<file path="config.mk">
export PLATFORM = sky130hd
export DESIGN_NAME = parallel_to_serial
export DESIGN_NICKNAME = d
export VERILOG_FILES = /design/src/rtl/parallel_to_serial.sv
export SDC_FILE = /design/constraint.sdc
export NUM_CORES = 1
export LEC_CHECK = 0
export ABC_CLOCK_PERIOD_IN_PS = 4400
export CAP_MARGIN = 20
export CORE_AREA = 5 5 42 44
export CTS_CLUSTER_DIAMETER = 80
export DETAILED_ROUTE_END_ITERATION = 8
export DIE_AREA = 0 0 47 49
export PLACE_DENSITY_LB_ADDON = 0.12
export SLEW_MARGIN = 10
export SYNTH_ARGS = -nofsm -noshare
export SYNTH_HDL_FRONTEND = slang
export SYNTH_SLANG_ARGS = --single-unit
</file>
<file path="constraint.sdc">
create_clock -name clk -period 4.4 [get_ports clk]
set_input_delay 0.44 -clock clk [delete_from_list [all_inputs] [get_ports clk]]
set_output_delay 0.44 -clock clk [all_outputs]
set_load 0.01 [all_outputs]
</file>
<file path="src/rtl/parallel_to_serial.sv">
// Word-to-bitstream serializer: valid/ready word load, then one bit per clock, LSB- or MSB-first.
// Optional even-parity bit after the data bits when P2S_PARITY_EN is defined.
module parallel_to_serial #(
    parameter int DATA_WIDTH = 4,
    parameter bit LSB_FIRST  = 1'b1
) (
    input  logic                  clk,
    input  logic                  reset,
    input  logic [DATA_WIDTH-1:0] parallel_data,
    input  logic                  load,
    output logic                  load_ready,
    output logic                  serial_data,
    output logic                  serial_valid,
    output logic                  serial_last,
    output logic                  busy
);

    localparam int CW = $clog2(DATA_WIDTH + 1);

    typedef enum logic [1:0] {
        IDLE,
`ifdef P2S_PARITY_EN
        PARITY,
`endif
        SHIFT
    } state_t;

    state_t                state;
    logic [DATA_WIDTH-1:0] sr;
    logic [CW-1:0]         cnt;
    logic                  accept;
`ifdef P2S_PARITY_EN
    logic                  par;
`endif

    // serial_last is high exactly on the frame's final bit, so it doubles as the
    // "can take the next word" condition for back-to-back streaming.
    assign load_ready = !reset && (state == IDLE || serial_last);
    assign accept     = load && load_ready;
    assign busy       = serial_valid;

    always_ff @(posedge clk) begin
        if (reset) begin
            state        <= IDLE;
            sr           <= '0;
            cnt          <= '0;
            serial_data  <= 1'b0;
            serial_valid <= 1'b0;
            serial_last  <= 1'b0;
`ifdef P2S_PARITY_EN
            par          <= 1'b0;
`endif
        end else if (accept) begin
            // sr holds the not-yet-sent bits; the first bit goes straight to the output.
            state        <= SHIFT;
            cnt          <= '0;
            serial_valid <= 1'b1;
            serial_last  <= 1'b0;
`ifdef P2S_PARITY_EN
            par          <= ^parallel_data;
`endif
            if (LSB_FIRST) begin
                sr          <= parallel_data >> 1;
                serial_data <= parallel_data[0];
            end else begin
                sr          <= parallel_data << 1;
                serial_data <= parallel_data[DATA_WIDTH-1];
            end
        end else begin
            case (state)
                SHIFT: begin
                    if (cnt != CW'(DATA_WIDTH - 1)) begin
                        cnt <= cnt + CW'(1);
`ifdef P2S_PARITY_EN
                        serial_last <= 1'b0;
`else
                        serial_last <= (cnt == CW'(DATA_WIDTH - 2));
`endif
                        if (LSB_FIRST) begin
                            sr          <= sr >> 1;
                            serial_data <= sr[0];
                        end else begin
                            sr          <= sr << 1;
                            serial_data <= sr[DATA_WIDTH-1];
                        end
                    end else begin
`ifdef P2S_PARITY_EN
                        state       <= PARITY;
                        cnt         <= CW'(DATA_WIDTH);
                        serial_data <= par;
                        serial_last <= 1'b1;
`else
                        state        <= IDLE;
                        cnt          <= '0;
                        sr           <= '0;
                        serial_data  <= 1'b0;
                        serial_valid <= 1'b0;
                        serial_last  <= 1'b0;
`endif
                    end
                end
                default: begin
                    state        <= IDLE;
                    cnt          <= '0;
                    sr           <= '0;
                    serial_data  <= 1'b0;
                    serial_valid <= 1'b0;
                    serial_last  <= 1'b0;
                end
            endcase
        end
    end

endmodule

</file>
==> summary.txt <==
Run status
  • Status: complete, no violations

Floorplan
  • Die ar.: 2300 um^2
  • IO Pins: 12
  • Core Region: 1400 um^2
  • Initial Util: 23.8%
  • Cell Rows: 14
  • Die width: 47 um
  • Die H: 49 um

Worst setup path
  • Worst path cell trace: clkdlybuf4s50_1 -> nor2_1 -> clkdlybuf4s50_1
  • CP arrival: 1540 ps
  • Worst Setup EP: load_ready
  • R2r setup slk: 2870 ps
  • Setup crit start: reset
  • Reg-to-Reg End: serial_last
  • Critical R2R Launch: cnt[0]
  • Worst path slowest cell: clkdlybuf4s50_1
  • Most used cell, CP: clkdlybuf4s50_1
  • CP delay by family, top: buffers and inverters
  • CP Data Required Time: 3960 ps
  • Crit. End Element: output port
  • Worst r2r path cells: 5
  • CP bufs+invs: 2
  • Critical path class: input port to output port
  • Largest stage delay on the critical path: 540 ps
  • Crit path depth: 3
  • Crit start category: input port
  • CP Max Fanout: 3

Yosys
  • Yosys Warn Count: 0
  • Mean Syn Cell Area: 11.1 um^2
  • Post-Syn Instances: 30
  • Seq/Total Area, Yosys: 53.9%
  • Yosys reg bits: 9
  • Mapped cell area: 334 um^2
  • Synth Net Count: 40
  • Distinct cell type count after synthesis: 14

Final layout
  • Commonest non-fill, non-tap cell in the layout: clkdlybuf4s50_1
  • Layout cells sized above 1: 11.4%
  • N_diodes: 0
  • Area delta synth->final: 44.6%
  • Layout Nets: 55
  • Most frequent cells in the layout: clkdlybuf4s50_1, dfxtp_1, nor2_1

CTS
  • Root buf cell: clkbuf_4
  • Clk slew on worst S/H paths: 60 ps
  • Post-cts resize count: 0
  • Post-CTS Hold Fix Bufs: 0
  • CTS tree: yes
  • H-tree Lvls: 1
  • Clk sinks: 9
  • Clk_lat worst skew: 260 ps
  • Total CTS buffers: 3
  • Buffer count from post-CTS setup fixing: 0
  • Max clock buf depth: 2

Route
  • Via count: 252
  • DRC: 0
  • WL/cell: 10.3 um
  • Avg Vias per Cell: 4.20
  • Initial drt markers: 2
  • Routed WL: 620 um
  • Pre-antenna DRT Iters: 2
  • Post-DRT Antenna Nets: 0

STA
  • Slew @ Worst Pin: 567 ps
  • Final Hold Fails: 0
  • Fin crit period: 1980 ps
  • Max_slew headroom: 62.1%
  • FMAX: 0.505 GHz
  • Fin crit share: 45.0%
  • Fin. max-slew vios: 0
  • Clock Skew: 0.635 ps
  • Setup TNS: 0 ps
  • RSZ-0062 raised after global routing: no
  • Final setup fails: 0

Place
  • GP Congestion: 0.666
  • HPWL after DPL: 498 um
  • Quantity of I/O buffers inserted on ports: 11

Min path
  • Min-Delay Path Class: flop to flop
  • Min-Delay Path Depth: 1

Global route
  • GRT overflow: 0
  • Number of global-route vias before repair: 262
  • Largest net degree at the start of global routing: 6
  • Overall routing resource usage: 6.86%
  • First-pass GRT wire length: 1060 um
  • Initial antenna violation count: 0

Power
  • Power Density: 363 nW/um^2
  • Total Power: 175 uW
  • Pleak: 0.000202 uW
  • Peak VDD IR: 0.123 mV

Flow run
  • Max Cap Viol: 0
cells in the mapped netlist:
library cell,number,area share [%]
dfxtp_1,9,54
nor2_1,4,4.5
a22o_1,3,7.9
ha_1,3,11
inv_1,2,2.2
a21o_1,1,2.2
a21oi_2,1,2.6
and2_1,1,1.9
and3_1,1,1.9
buf_4,1,2.2
nand2b_1,1,1.9
nor2b_1,1,1.9
nor3b_1,1,2.2
or3b_4,1,3.4
flip-flops by register name, indices dropped and copies added, names as in the netlist:
name,count
cnt,3
serial_data,1
serial_last,1
sr,3
state,1
stage by stage:
stage / instances / instance area, um^2 / hold slack, ps / setup WS [ps] / utilization (%)
final: 60 / 483 / 445 / 2420 / 34.5
after global routing: 60 / 483 / 462 / 2330 / 34.5
after CTS: 60 / 483 / 447 / 2420 / 34.5
after detailed placement: 56 / 457 / 433 / 2420 / 32.6
after global placement: 56 / 457 / 425 / 2440 / 32.6
after floorplan: 30 / 334 / 417 / 2980 / -
final cells by class:
class,count,area [um^2]
Fill cell,149,918
Sequential cell,9,180
Multi-Input combinational cell,18,139
Timing Repair Buffer,11,110
Clock buffer,4,26.3
Tap cell,16,20.0
Inverter,2,7.51
cell families after synthesis:
family | count (synthesis) | share of synthesized area (%)
AO/OA/AOI/OAI | 5 | 12.7
buffers and inverters | 3 | 4.50
AND/OR/NAND/NOR | 10 | 17.6
adder cells (fa/ha/maj) | 3 | 11.2
flip-flops | 9 | 53.9
power breakdown:
part	switching, uW	internal [uW]
Clock	28.1	34.9
Combinational	9.00	15.6
Sequential	2.10	85.6
Total	39.2	136
how the worst min path moves through the flow:
stage                  endpoint  slack, ps  startpoint
floorplan                cnt[0]        420      cnt[0]
global placement    serial_data        430       sr[0]
detailed placement  serial_data        430       sr[0]
CTS                 serial_data        450       sr[0]
global route        serial_data        460       sr[0]
finish              serial_data        450       sr[0]
per-layer routing:
| metal | up-vias | share of wire, % | track usage (%) |
|---|---|---|---|
| li1 | 129 | - | - |
| met1 | 107 | 43 | 7.56 |
| met2 | 11 | 42 | 8.82 |
| met3 | 5 | 9.0 | 2.21 |
| met4 | 0 | 5.6 | 8.29 |
| met5 | - | 0 | 0 |
Power figures use the tool's default switching activity.
